$ cat src/rtl/cpu_bus_lane_bridge.sv
// Serialises CPU bus requests onto a narrow pin lane (LSB lane first) and deserialises read data.
// Optional lane parity (pin_par, pin_par_in, cpu_perr) is enabled by defining BUS_LANE_PARITY_EN.
module cpu_bus_lane_bridge #(
    parameter int ADDR_W = 32,
    parameter int DATA_W = 32,
    parameter int LANE_W = 8
) (
    input  logic              clk,
    input  logic              rst_n,
    input  logic              cpu_req,
    input  logic              cpu_we,
    input  logic [ADDR_W-1:0] cpu_addr,
    input  logic [DATA_W-1:0] cpu_wdata,
    output logic [DATA_W-1:0] cpu_rdata,
    output logic              cpu_ack,
    output logic              cpu_busy,
    output logic [LANE_W-1:0] pin_out,
    output logic [LANE_W-1:0] pin_oe,
    input  logic [LANE_W-1:0] pin_in,
    input  logic              pin_rdy,
    output logic              pin_frame,
    output logic              pin_sync,
    output logic              pin_we,
    output logic [2:0]        dbg_state
`ifdef BUS_LANE_PARITY_EN
    ,
    output logic              pin_par,
    input  logic              pin_par_in,
    output logic              cpu_perr
`endif
);

    localparam int NA   = ADDR_W / LANE_W;
    localparam int ND   = DATA_W / LANE_W;
    localparam int MAXB = (NA > ND) ? NA : ND;
    localparam int BW   = (MAXB > 1) ? $clog2(MAXB) : 1;
    localparam logic [BW-1:0] LAST_A = BW'(NA - 1);
    localparam logic [BW-1:0] LAST_D = BW'(ND - 1);

    typedef enum logic [2:0] {
        S_IDLE  = 3'd0,
        S_ADDR  = 3'd1,
        S_WDATA = 3'd2,
        S_TURN  = 3'd3,
        S_RDATA = 3'd4,
        S_DONE  = 3'd5
    } state_t;

    state_t              state_q, state_d;
    logic [BW-1:0]       beat_q, beat_d;
    logic                we_q, we_d;
    logic [ADDR_W-1:0]   addr_q, addr_d;
    logic [DATA_W-1:0]   wdata_q, wdata_d;
    logic [DATA_W-1:0]   shift_q, shift_d;
    logic [DATA_W-1:0]   rdata_q, rdata_d;
    logic                perr_q, perr_d;

    // Handshakes: cpu_req is taken only in IDLE (one cycle of req is enough); a lane beat
    // completes on a rising edge where the lane is in a beat state and pin_rdy=1, else it holds.
    always_comb begin
        state_d   = state_q;
        beat_d    = beat_q;
        we_d      = we_q;
        addr_d    = addr_q;
        wdata_d   = wdata_q;
        shift_d   = shift_q;
        rdata_d   = rdata_q;
        perr_d    = perr_q;
        pin_out   = '0;
        pin_oe    = '0;
        pin_frame = 1'b0;
        cpu_ack   = 1'b0;
        case (state_q)
            S_IDLE: begin
                if (cpu_req) begin
                    we_d    = cpu_we;
                    addr_d  = cpu_addr;
                    wdata_d = cpu_wdata;
                    beat_d  = '0;
                    perr_d  = 1'b0;
                    state_d = S_ADDR;
                end
            end
            S_ADDR: begin
                pin_out   = addr_q[int'(beat_q)*LANE_W +: LANE_W];
                pin_oe    = '1;
                pin_frame = 1'b1;
                if (pin_rdy) begin
                    if (beat_q == LAST_A) begin
                        beat_d  = '0;
                        state_d = we_q ? S_WDATA : S_TURN;
                    end else begin
                        beat_d = beat_q + BW'(1);
                    end
                end
            end
            S_WDATA: begin
                pin_out   = wdata_q[int'(beat_q)*LANE_W +: LANE_W];
                pin_oe    = '1;
                pin_frame = 1'b1;
                if (pin_rdy) begin
                    if (beat_q == LAST_D) begin
                        beat_d  = '0;
                        state_d = S_DONE;
                    end else begin
                        beat_d = beat_q + BW'(1);
                    end
                end
            end
            S_TURN: begin
                // Bus turnaround: nobody drives, pin_rdy deliberately ignored.
                pin_frame = 1'b1;
                state_d   = S_RDATA;
            end
            S_RDATA: begin
                pin_frame = 1'b1;
                if (pin_rdy) begin
                    shift_d[int'(beat_q)*LANE_W +: LANE_W] = pin_in;
`ifdef BUS_LANE_PARITY_EN
                    if (pin_par_in != ^pin_in) perr_d = 1'b1;
`endif
                    if (beat_q == LAST_D) begin
                        rdata_d = shift_d;
                        beat_d  = '0;
                        state_d = S_DONE;
                    end else begin
                        beat_d = beat_q + BW'(1);
                    end
                end
            end
            S_DONE: begin
                cpu_ack = 1'b1;
                state_d = S_IDLE;
            end
            default: state_d = S_IDLE;
        endcase
    end

    always_ff @(posedge clk or negedge rst_n) begin
        if (!rst_n) begin
            state_q <= S_IDLE;
            beat_q  <= '0;
            we_q    <= 1'b0;
            addr_q  <= '0;
            wdata_q <= '0;
            shift_q <= '0;
            rdata_q <= '0;
            perr_q  <= 1'b0;
        end else begin
            state_q <= state_d;
            beat_q  <= beat_d;
            we_q    <= we_d;
            addr_q  <= addr_d;
            wdata_q <= wdata_d;
            shift_q <= shift_d;
            rdata_q <= rdata_d;
            perr_q  <= perr_d;
        end
    end

    assign cpu_rdata = rdata_q;
    assign cpu_busy  = (state_q != S_IDLE);
    assign pin_sync  = (state_q == S_ADDR) && (beat_q == '0);
    assign pin_we    = pin_frame & we_q;
    assign dbg_state = state_q;

`ifdef BUS_LANE_PARITY_EN
    assign pin_par  = (pin_oe != '0) ? ^pin_out : 1'b0;
    assign cpu_perr = perr_q;
`else
    // Without parity the error flop has no observer; keep it tied quiet.
    logic unused_perr;
    assign unused_perr = perr_q;
`endif

endmodule

$ cat config.mk
export PLATFORM = sky130hd
export DESIGN_NAME = cpu_bus_lane_bridge
export DESIGN_NICKNAME = d
export VERILOG_FILES = /design/src/rtl/cpu_bus_lane_bridge.sv
export SDC_FILE = /design/constraint.sdc
export NUM_CORES = 1
export LEC_CHECK = 0
export ABC_CLOCK_PERIOD_IN_PS = 2400
export CAP_MARGIN = 20
export CORE_MARGIN = 5
export CORE_UTILIZATION = 52
export DETAILED_ROUTE_END_ITERATION = 12
export GPL_ROUTABILITY_DRIVEN = 0
export HOLD_SLACK_MARGIN = 0.12
export PLACE_DENSITY = 0.81
export SYNTH_ARGS = -nofsm -noshare
export SYNTH_HDL_FRONTEND = slang
export SYNTH_SLANG_ARGS = --single-unit
$ cat constraint.sdc
create_clock -name clk -period 2.4 [get_ports clk]
set_input_delay 0.48 -clock clk [delete_from_list [all_inputs] [get_ports clk]]
set_output_delay 0.48 -clock clk [all_outputs]
set_load 0.05 [all_outputs]
==> impl_results.md, run 1 <==
* Ant. Diodes at 0
* Avg WL per Cell at between 15 and 20 microns
* Clock Tree Root: clkbuf_16
* YS warnings at 0
* WP data arrival at a little over 2 ns
* Slowest stage delay, CP at between 0.4 and 0.5 ns
* Synthesized instance count at 500
* Reg-to-Reg Start: beat_q[0]
* 1st-iter DRT viols at ~440
* WS Path Type: flip-flop to output pin
* RSZ-0062 raised after global routing: true
* Leak at between 0.003 and 0.004 uW
* Finished Cell Area at 8910 sq um
* Rows at 40
* Leading cell types by count after synthesis: 134 x dfrtp_1, 52 x a21oi_1, 50 x mux2_4
* Ys flop type: dfrtp_1
* Max VDD drop at around 1200 uV
* Clk slew on worst S/H paths at around 0.060 ns
* CP endpoint kind: output pin
* Failing checks: negative setup slack
* Yosys top cell area share at between 50% and 60%
* Synth-to-layout area growth at 37.7%
* Crit path depth at 5
* H-tree levels at 4
* 1st-pass router iterations at 5
* Worst EP required at 1.92 ns
* Post-layout min period at about 2.5 ns
* CORE AREA at between 10000 and 15000 sq um
* Largest net degree at the start of global routing at 65
* Maxcap violations at 0
* Synth Area in Compound Gates at between 10% and 20%
* Setup WS pre-CTS at 0.223 ns
* PD cells at between 1000 and 1500 nW/um^2
* CP bufs+invs at 2
* Via Count at roughly 4600
* Cell Area, Synth at ~6500 sq um
* Worst setup SP type: flip-flop
* R2R Path End: shift_q[7]
* NumNets Final at roughly 720
* Total grt overflow at 0
* EDFF count, synth at 0
* Detail Placement HPWL at 11.0 mm
* Die Ht at around 120 microns
* #FFs+latches synth at ~130
* Fin. Hold Viols at 0
* PortBufs at ~130
* IO Pins at 133
* GRT Resource Usage Total at between 20% and 30%
* Netlist cell types at 38
* Mux share of post-synthesis cell area at 20.1%
* Fraction of registers with async set/reset at 100%
* Initial antenna violation count at 0
* Mean number of vias per cell at around 5.7
* Sequential fraction of the synthesis area at between 50% and 60%
* Setup violators final at 8
* Worst R2R Setup Slack at between 0.2 and 0.3 ns
* CTS buffer count at 17
* Fmax at 399 MHz
* Cells on worst reg2reg path at 7
* Hold WC Path Type: flip-flop to flip-flop
* DRT antenna net count at 0
* Final setup margin at -0.109 ns
* CP startpoint: dbg_state[0]
* Die Area at ~15000 sq um
* TritonCTS clock tree: built
* Synth top area cells: dfrtp_1 52%, mux2_4 12%, mux4_2 5.6%
* Simple-gate share of the synthesized area at 9.76%
* # clock sinks at around 130
* Crit-path leading delay family: flip-flops
* Clock latency on the worst-skew pair at just over 0.4 ns
* Vias in the first global route at between 4000 and 5000
* Clk buf depth at 2
* Post-route clock period utilization at 105%
* Area share of fa/ha/maj cells after synthesis at approximately 1.2%
* Slowest cell on the critical path: dfrtp_2
* Post-synth top area cell: dfrtp_1
* Routed WL at between 15 and 20 mm
* Ratio of cells with drive above 1 in the final layout at between 20% and 30%
* Status: finished with violations
* Most common cell in the synthesized netlist: dfrtp_1
* Crit-path cells: nor3b_4 -> buf_12 -> mux4_2 -> a22o_4 -> buf_6
* Worst-path fanout max at 18
* Average size of a mapped cell at between 10 and 15 sq um
* Die width at 122 microns
* Max-slew headroom at roughly 60%
* Largest family of logic cells by synthesized area: multiplexers
* Hold WS at 0.489 ns
* Clock skew at ~0.0055 ns
* Worst-margin pin slew at just under 0.6 ns
* Syn_nets at 583
* Pins Over Slew Limit at 0
* Starting density of the core at a little over half
* Post-synthesis xor/xnor area fraction at 0.270%
* DRC viols at 0
* Worst setup path end: pin_out[1]
* First-pass GRT wire length at about 26 mm
* Dpl cell area at between 8000 and 9000 sq um
==> how the worst min path moves through the flow <==
stage	startpoint	endpoint	slack, ns	cells after the start
2_1_floorplan	rst_n	addr_q[0]	0.18	0
3_3_place_gp	shift_q[22]	shift_q[22]	0.46	2
3_5_place_dp	shift_q[29]	shift_q[29]	0.47	1
4_1_cts	shift_q[1]	shift_q[1]	0.49	1
5_1_grt	shift_q[6]	shift_q[6]	0.50	1
6_report	shift_q[1]	shift_q[1]	0.49	1
==> cell usage in the layout (no fill, tap or decap), types with 3 or more instances in the layout <==
| master | n |
|---|---|
| dfrtp_1 | 132 |
| nand2b_1 | 3 |
| o21ai_0 | 4 |
| clkinvlp_4 | 3 |
| nand4_1 | 6 |
| buf_4 | 21 |
| nor2_1 | 35 |
| a22o_1 | 30 |
| mux2_4 | 50 |
| ha_1 | 5 |
| clkinv_2 | 3 |
| mux4_2 | 16 |
| clkbuf_16 | 17 |
| inv_1 | 4 |
| buf_12 | 21 |
| mux2_2 | 17 |
| clkdlybuf4s50_1 | 109 |
| buf_6 | 10 |
| bufinv_16 | 5 |
| nand2_1 | 7 |
| a22o_4 | 8 |
| a21oi_1 | 51 |
| a31oi_1 | 16 |
| and3_1 | 3 |
| nor2b_1 | 35 |
| nand3_1 | 3 |
==> flip-flops by register name, indices dropped and copies added, names as in the netlist <==
| name | flops |
|---|---|
| addr_q | 32 |
| cpu_rdata | 32 |
| shift_q | 32 |
| wdata_q | 32 |
| dbg_state | 3 |
| beat_q | 2 |
| we_q | 1 |
==> metal layers <==
metal	part of all wire, %	track usage, %	wire length [microns]	vias to the layer above
met5	0	0	0	-
met4	2.3	8.54	369	0
met3	5.2	4.64	826	29
met2	50	36.9	7890	181
met1	42	29.7	6650	2320
li1	-	-	-	2071
==> cell type report <==
| cell class | instances | area, sq um |
|---|---|---|
| flip-flops and latches | 134 | 3360 |
| multi-input cells | 315 | 2910 |
| inverters | 4 | 15.0 |
| repair buffers | 162 | 1790 |
| clock inverters | 13 | 205 |
| well taps | 168 | 210 |
| fillers | 788 | 3200 |
| clock buffers | 18 | 429 |
==> cells by family after synthesis <==
logic type      count (synthesis)
compound gates                113
xor+xnor                        2
fa+ha+maj                       6
buf+inv                        51
flops                         134
mux                            83
simple gates                  111
==> metrics by stage <==
step           setup TNS [ns]  utilization, %  total power (uW)  std cells
2_1_floorplan               0               -              8240        500
3_3_place_gp                0            67.4             10000        776
3_5_place_dp                0            67.4             10200        776
4_1_cts                -0.906            73.3             13200        811
5_1_grt                 -1.19            73.6             13800        814
6_report               -0.787            73.6             13200        814
==> where the power goes <==
part,leakage [uW],switching [uW],internal [uW],total (uW)
combinational,0.00187,3480,3330,6810
sequential,0.00172,544,3080,3630
clock,0.000302,973,1830,2810
total,0.00389,5000,8240,13200
==> repair_timing <==
action / CTS / global route
buffers inserted: 3 / 3
pin swaps: 1 / 1
endpoints found under the setup margin: 9 / 10
resized for setup: 12 / 2
hold endpoints to repair: 43 / 0
hold buffers: 1 / 0
Power figures use the tool's default switching activity.
==> run 2, diff against run 1 <==
==> config.mk (replaced) <==
export PLATFORM = sky130hd
export DESIGN_NAME = cpu_bus_lane_bridge
export DESIGN_NICKNAME = d
export VERILOG_FILES = /design/src/rtl/cpu_bus_lane_bridge.sv
export SDC_FILE = /design/constraint.sdc
export NUM_CORES = 1
export LEC_CHECK = 0
export CAP_MARGIN = 20
export CORE_MARGIN = 5
export CORE_UTILIZATION = 56
export DETAILED_ROUTE_END_ITERATION = 12
export GPL_ROUTABILITY_DRIVEN = 0
export HOLD_SLACK_MARGIN = 0.12
export PLACE_DENSITY = 0.93
export SYNTH_ARGS = -nofsm -noshare
export SYNTH_HDL_FRONTEND = slang
export SYNTH_SLANG_ARGS = --single-unit
==> constraint.sdc (replaced) <==
create_clock -name clk -period 3.2 [get_ports clk]
set_input_delay 0.64 -clock clk [delete_from_list [all_inputs] [get_ports clk]]
set_output_delay 0.64 -clock clk [all_outputs]
set_load 0.05 [all_outputs]
==> impl_results.md, run 2 (synthesized netlist as in run 1, its figures left out) <==
* Status: complete, no violations (was finished with violations)
* Clock skew at 0.00575 ns (was 0.00552 ns)
* Worst setup SP type: flip-flop (unchanged)
* RSZ-0062 raised after global routing: false (was true)
* Ratio of cells with drive above 1 in the final layout at 22.5% (was 29.4%)
* Fillers at 733 (was 788)
* Slowest stage delay, CP at 0.87 ns (was 0.43 ns)
* Mean number of vias per cell at 5.75 (was 5.65)
* Post-Route Utilization at 73.2% (was 73.6%)
* Die Area at 13800 sq um (was 14800 sq um)
* CTS buffer count at 17 (unchanged)
* IO Pins at 133 (unchanged)
* # hold bufs at CTS at 0 (was 1)
* Post-CTS Setup Bufs at 0 (was 3)
* DRC viols at 0 (unchanged)
* Max-slew headroom at 46.3% (was 60.4%)
* CORE AREA at 11400 sq um (was 12100 sq um)
* Fin. Hold Viols at 0 (unchanged)
* PD cells at 1080 nW/um^2 (was 1490 nW/um^2)
* Rows at 39 (was 40)
* Crit-path leading delay family: buffers and inverters (was flip-flops)
* Commonest cells after routing, fill and taps aside: 134 x dfrtp_1, 122 x clkdlybuf4s50_1, 51 x a21oi_1 (was 132 x dfrtp_1, 109 x clkdlybuf4s50_1, 51 x a21oi_1)
* Total grt overflow at 0 (unchanged)
* Post-route clock period utilization at 95.0%
* Leak at 0.00363 uW (was 0.00389 uW)
* CP startpoint: dbg_state[0] (unchanged)
* Worst EP required at 2.56 ns (was 1.92 ns)
* TritonCTS clock tree: built (unchanged)
* Via Count at 4431 (was 4601)
* Area of the multi-input gates at 2780 sq um (was 2910 sq um)
* Setup TNS at 0 ns (was -0.787 ns)
* Initial antenna violation count at 0 (unchanged)
* Clk slew on worst S/H paths at 0.06 ns (about the same)
* Avg WL per Cell at 19.7 microns (was 19.3 microns)
* Reg-to-Reg Start: beat_q[0] (unchanged)
* Die Ht at 118 microns (was 122 microns)
* NumNets Final at 698 (was 717)
* Largest net degree at the start of global routing at 66 (was 65)
* WS Path Type: flip-flop to output pin (unchanged)
* Worst-path fanout max at 12 (was 18)
* Seq. cell area at 3350 sq um (was 3360 sq um)
* Clk buf depth at 2 (unchanged)
* Ant. Diodes at 0 (unchanged)
* CP endpoint kind: output pin (unchanged)
* Clock latency on the worst-skew pair at 0.41 ns (about the same)
* Vias in the first global route at 4689 (was 4853)
* Hold WS at 0.324 ns (was 0.489 ns)
* Die width at 118 microns (was 122 microns)
* Routed WL at 15.1 mm (was 15.7 mm)
* Worst-margin pin slew at 0.806 ns (was 0.594 ns)
* Post-layout min period at just over 3 ns
* Hold WC Path Type: input port to asynchronous set/reset pin (was flip-flop to flip-flop)
* Crit-path cells: nand2b_1 -> a21oi_4 -> clkdlybuf4s50_1 (was nor3b_4 -> buf_12 -> mux4_2 -> a22o_4 -> buf_6)
* Most common cell after layout, fill and taps aside: dfrtp_1 (unchanged)
* PortBufs at 132 (unchanged)
* PostCTS Resize Cnt at 0 (was 12)
* Max VDD drop at 1090 uV (was 1180 uV)
* 1st-iter DRT viols at 301 (was 442)
* Synth-to-layout area growth at 28.5% (was 37.7%)
* WP data arrival at 2.40 ns (was 2.03 ns)
* Slowest cell on the critical path: clkdlybuf4s50_1 (was dfrtp_2)
* Setup violators final at 0 (was 8)
* # clock sinks at 134 (unchanged)
* Detail Placement HPWL at 10.7 mm (was 11.0 mm)
* H-tree levels at 4 (unchanged)
* CP bufs+invs at 1 (was 2)
* Fmax at about 330 MHz
* GRT Resource Usage Total at 22.2% (was 22.5%)
* Starting density of the core at 57.0% (was 53.5%)
* Maxcap violations at 0 (unchanged)
* First-pass GRT wire length at 24.6 mm (was 25.8 mm)
* 1st-pass router iterations at 5 (unchanged)
* Clock Tree Root: clkbuf_16 (unchanged)
* DRT antenna net count at 0 (unchanged)
* Pins Over Slew Limit at 0 (unchanged)
run 2: area by class of cell:
type,instances,share of cell area (%)
tap,143,2.15
multi-input combinational,315,33.4
timing repair buffer,143,16.9
clock buffer,22,5.58
inverter,4,0.180
clock inverter,9,1.52
sequential,134,40.3
run 2: worst register-to-register path, stage by stage (launching register included):
cell	delay [ns]
dfrtp_1	0.49
inv_1	0.14
ha_1	0.41
nor2b_1	0.26
and3_1	0.41
nor2b_1	0.55
a22o_1	0.26
run 2: routing by layer:
layer	track usage [%]	wire length [microns]	up-vias
met4	7.96	272	0
met2	35.6	7390	181
li1	-	-	2035
met3	7.74	1220	21
met5	0	0	-
met1	28.0	6270	2194
run 2: through the flow:
stage / cell area [sq um] / cells / worst slack [ns] / total power, uW
floorplan: 6490 / 500 / 0.0791 / 5940
global placement: 7730 / 739 / 0.652 / 6890
detailed placement: 7730 / 739 / 0.574 / 7030
CTS: 8320 / 770 / 0.123 / 9020
global route: 8320 / 770 / 0.0124 / 9370
finish: 8320 / 770 / 0.159 / 8960
run 2: path summary, 6_finish.rpt:
| kind | cells after the start | to | slack [ns] |
|---|---|---|---|
| max in group asynchronous | 2 | cpu_rdata[3] | 2.07 |
| hold / removal | 1 | cpu_rdata[10] | 0.32 |
| setup / recovery | 3 | pin_oe[1] | 0.16 |
| hold reg to reg | 1 | shift_q[17] | 0.49 |
| min in group clk | 1 | shift_q[17] | 0.49 |
| setup reg to reg | 6 | shift_q[26] | 0.62 |
run 2: where the power goes:
| part | switching (uW) | internal (uW) |
|---|---|---|
| registers | 408 | 2310 |
| clock network | 696 | 1260 |
| logic | 2390 | 1900 |
| total | 3490 | 5460 |
==> patch 1, RTL diff (settings of run 1) <==
The option `BUS_LANE_PARITY_EN` is turned on by a define.
--- a/src/rtl/cpu_bus_lane_bridge.sv
+++ b/src/rtl/cpu_bus_lane_bridge.sv
@@ -2,2 +2,4 @@
 // Optional lane parity (pin_par, pin_par_in, cpu_perr) is enabled by defining BUS_LANE_PARITY_EN.
+`define BUS_LANE_PARITY_EN
+
 module cpu_bus_lane_bridge #(
Interface: changed (added cpu_perr, pin_par and pin_par_in); port bits go from 133 to 136. The function was not compared with the original's and may differ.
==> patch 1 against run 1 <==
  * The run still ends with setup timing left
  * Wire length up 3.6%
  * Total power up 9.4%
  * Setup slack worse by 0.67 ns
  * Cell area up 0.51%
  * Sequential power up 3%
  * Synthesized area down 2.6%
  * Sequential cell count up 1
  * Largest power group unchanged
==> patch 1: results (changes against run 1) <==
worst-path fanout max 5 (-13); drt initial violations 330 (-25%); Post-DP HPWL 11700 um (+6.9%); final-layout clock-cell area share 6.54% (-0.58 points); Clock Power Share 17.6% (-3.6 points); Crit path largest cell delay 0.46 ns (+0.03 ns); status finished, violations left; number of global-route vias before repair 4967 (+2.3%); #MultiIn Comb 338 (+7.3%); largest net degree at the start of global routing 67 (+3.1%); slowest CP cell xnor3_2; layout cell share with drive strength beyond 1 30.8% (+1.3 points); most frequent cells after synthesis dfrtp_1 (135), a21oi_1 (71), mux2_2 (65); Synth Area in Compound Gates 11.8% (+0.38 points); IO buf count 135 (+2.3%); Slew @ Worst Pin 0.742 ns (+0.149 ns); fraction of area in multi-input gates 31.6% (-1.0 points); post-route insts no fill 846 (+3.9%); setup TNS -3.67 ns (-2.88 ns); mux contribution to synthesized area 17.6% (-2.5 points); hold-fix buffers at CTS 0 (-1); final setup vio count 17 (+9); final setup margin -0.775 ns (-0.666 ns); RR Startpoint beat_q[1]; post-synthesis sequential area ratio 53.5% (+1.8 points); Hold WC Path Type input port to async pin; Cells after Synth 519 (+3.8%); non-clock buffer count 190 (+17%); Final Power 14500 uW (+9.4%); fill count 766 (-2.8%); CLK BUF 23 (+5); Placed Cells 807 (+4.0%); synth top area cells dfrtp_1 (54%), mux2_2 (12%), mux4_2 (5.7%), a21oi_1 (5.6%), a22o_1 (5.0%); GRT Total Usage 23.5% (+1.0 points); Synth Area in Adders 1.19% (+0.031 points); Post-DP Area 8190 um^2 (+0.29%); Mapped Nets 603 (+3.4%); failing checks setup timing; CTS resizes 23 (+11); Seq. pwr 3740 uW (+3%)
-- patch 1: cell types whose count changed after synthesis, moves of 6 or more --
cell / delta
mux2_4: -50
a31oi_1: -15
clkbuf_1: +11
buf_2: -6
nand2_1: +14
a21oi_1: +19
xnor2_1: +12
mux2_2: +48
buf_12: -6
nand4_1: -6
-- patch 1: metal layers --
metal  GRT usage, %  up-vias  wire [um]
met4           8.09        0        323
met3           7.78       21       1230
met1           27.5     2369       6150
met2           40.6      193       8620
li1               -     2173          -
met5              0        -          0
-- patch 1: path summary, 6_finish.rpt --
| path | slack (ns) | depth (start not counted) | endpoint |
|---|---|---|---|
| worst max-delay path | -0.78 | 8 | pin_par |
| worst min-delay path | 0.11 | 1 | cpu_rdata[21] |
| worst max register to register | 0.17 | 6 | shift_q[17] |
| worst min register to register | 0.50 | 1 | shift_q[25] |
| max in group asynchronous | 1.57 | 2 | wdata_q[6] |
| min in group clk | 0.50 | 1 | shift_q[25] |
==> patch 2, RTL diff (settings of run 1) <==
Made on the original files. Take the reset off `addr_q`, `wdata_q`, `shift_q` and `rdata_q` and load them in a clocked block of their own.
--- a/src/rtl/cpu_bus_lane_bridge.sv
+++ b/src/rtl/cpu_bus_lane_bridge.sv
@@ -143,6 +143,2 @@
             we_q    <= 1'b0;
-            addr_q  <= '0;
-            wdata_q <= '0;
-            shift_q <= '0;
-            rdata_q <= '0;
             perr_q  <= 1'b0;
@@ -152,8 +148,11 @@
             we_q    <= we_d;
-            addr_q  <= addr_d;
-            wdata_q <= wdata_d;
-            shift_q <= shift_d;
-            rdata_q <= rdata_d;
             perr_q  <= perr_d;
         end
+    end
+
+    always_ff @(posedge clk) begin
+        addr_q  <= addr_d;
+        wdata_q <= wdata_d;
+        shift_q <= shift_d;
+        rdata_q <= rdata_d;
     end
Function: no difference found for any inputs over 10 cycles, from zero or initial values and one cycle with rst_n low; that may be too few to reach the edited logic, so the function may still have changed.
==> patch 2 against run 1 <==
  * Setup slack worse by 0.11 ns
  * Synthesized area is 17% lower
  * Sequential cell count is the same
  * Wire length down 25%
  * Global-route usage is 2.9 points lower
  * Worst hold slack lost 0.27 ns
  * The run still ends with setup timing left
  * Cell area is 13% lower
  * Total power down 28%
==> patch 2: results (changes against run 1) <==
status finished, violations left; failing checks setup timing; GRT Total Usage 19.6% (-2.9 points); layout cell share with drive strength beyond 1 20.9% (-8.6 points); Peak VDD IR 1.27 mV (+7.3%); DR WL met3 1050 um (+27%); static leakage 0.00285 uW (-27%); WL/cell 19.0 um (-2.0%); number of global-route vias before repair 3531 (-27%); most frequent cells after synthesis edfxtp_1 (128), inv_1 (36), nand2_1 (35); setup TNS -1.58 ns (-0.792 ns); drt initial violations 192 (-57%); Worst Skew 0.00497 ns (-0.000551 ns); Crit path largest cell delay 0.42 ns; first-pass GRT wire length 18500 um (-28%); antenna cells 0 (unchanged); post-synthesis sequential area ratio 74.2% (+22 points); drt pass-1 iters 4 (-1); worst-path fanout max 18 (unchanged); IO buf count 132 (unchanged); Placed Cells 587 (-24%); initial antenna violation count 0 (unchanged); routed vias/inst 5.27 (-6.7%); Slew @ Worst Pin 0.517 ns (-0.0767 ns); final setup vio count 8 (unchanged); uppermost layer routed met4; Worst EP arrival 2.14 ns (+0.11 ns); Post-DP HPWL 7980 um (-27%); final setup margin -0.222 ns (-0.113 ns); Hold WC Path Type input port to async pin; EDFF count, synth 128 (+128); CTS Buffer Depth 2 (unchanged); nets 559 (-22%); routed vias 3295 (-28%); Mapped Nets 412 (-29%); Yosys warning total 0 (unchanged); asr flop ratio synth 4.48% (-96 points); met1 WL 4470 um (-33%); Top delay family on crit path flip-flops; CTS buffer count 17 (unchanged); clock latency on the worst-skew pair 0.52 ns (+0.11 ns); routed length on met2 6130 um (-22%); Netlist cell types 35 (-7.9%); slowest CP cell dfrtp_2; CTS root buf clkbuf_8; H-tree depth 4 (unchanged); synth top area cells edfxtp_1 (71%), mux4_1 (4.9%), dfrtp_1 (2.8%), inv_1 (2.5%), mux4_2 (2.5%); largest net degree at the start of global routing 66 (+1.5%); Cells after Synth 329 (-34%); Worst-path clk slew 0.06 ns (about the same); register-to-register setup slack 0.37 ns (+0.08 ns)
[patch 2: changes by cell type after synthesis, moves of 21 or more]
cell	delta
a21oi_1	-46
a22o_1	-30
dfrtp_1	-128
edfxtp_1	+128
inv_1	+32
mux2_4	-50
nand2_1	+28
nor2_1	-30
nor2b_1	-34
o21ai_0	+21
[patch 2: area by class of cell]
| type | instances | area, um^2 |
|---|---|---|
| Clock buffer | 17 | 414 |
| Clock inverter | 15 | 184 |
| Fill cell | 590 | 2390 |
| Inverter | 36 | 138 |
| Multi-Input combinational cell | 138 | 1250 |
| Sequential cell | 134 | 4000 |
| Tap cell | 136 | 170 |
| Timing Repair Buffer | 149 | 1640 |
[patch 2: metrics by stage]
step	utilization [%]	instance area, um^2	worst slack (ns)	hold slack, ns
CTS	76.4	7790	-0.252	0.190
floorplan	-	5530	-0.288	0.184
global placement	69.6	7090	0.268	0.534
finish	76.5	7800	-0.222	0.215
detailed placement	69.6	7090	0.208	0.530
global route	76.5	7800	-0.275	0.225
[patch 2: worst reg2reg max path, delay by kind of cell (launching register included)]
kind | cells | cell delay, ns
AND/OR/NAND/NOR | 2 | 0.54
flip-flops | 1 | 0.42
multiplexers | 1 | 0.34
buffers and inverters | 3 | 0.62
[patch 2: final timing paths]
path                          startpoint     endpoint  depth (start not counted)
min in group clk           cpu_wdata[17]  wdata_q[17]                          1
setup reg to reg            dbg_state[0]         we_q                          6
hold reg to reg                     we_q         we_q                          1
setup / recovery            dbg_state[0]   pin_out[3]                          5
hold / removal                     rst_n         we_q                          1
max in group asynchronous          rst_n    beat_q[0]                          1
[patch 2: report_power, final]
| group | switching, uW | total [uW] | leakage [uW] | internal [uW] |
|---|---|---|---|---|
| Combinational | 2170 | 3920 | 0.00132 | 1750 |
| Clock | 933 | 2610 | 0.000292 | 1670 |
| Sequential | 109 | 3050 | 0.00124 | 2940 |
| Total | 3220 | 9580 | 0.00285 | 6360 |
[patch 2: what timing repair did]
item	in CTS	in global routing
setup buffers	5	0
cloned	1	0
setup endpoints to repair	11	19
gates resized for setup	20	7
[patch 2: cells by family after synthesis]
family	count (synthesis)	synth area share (%)
compound gates	51	5.49
xor+xnor	2	0.326
mux	19	8.02
flops	134	74.2
fa+ha+maj	6	1.40
simple gates	60	5.58
buf+inv	57	4.95
[patch 2: metal layers]
| layer | GRT usage (%) | vias to the layer above |
|---|---|---|
| met2 | 33.6 | 160 |
| met3 | 6.41 | 18 |
| met4 | 8.27 | 0 |
| li1 | - | 1515 |
| met1 | 22.8 | 1602 |
| met5 | 0 | - |
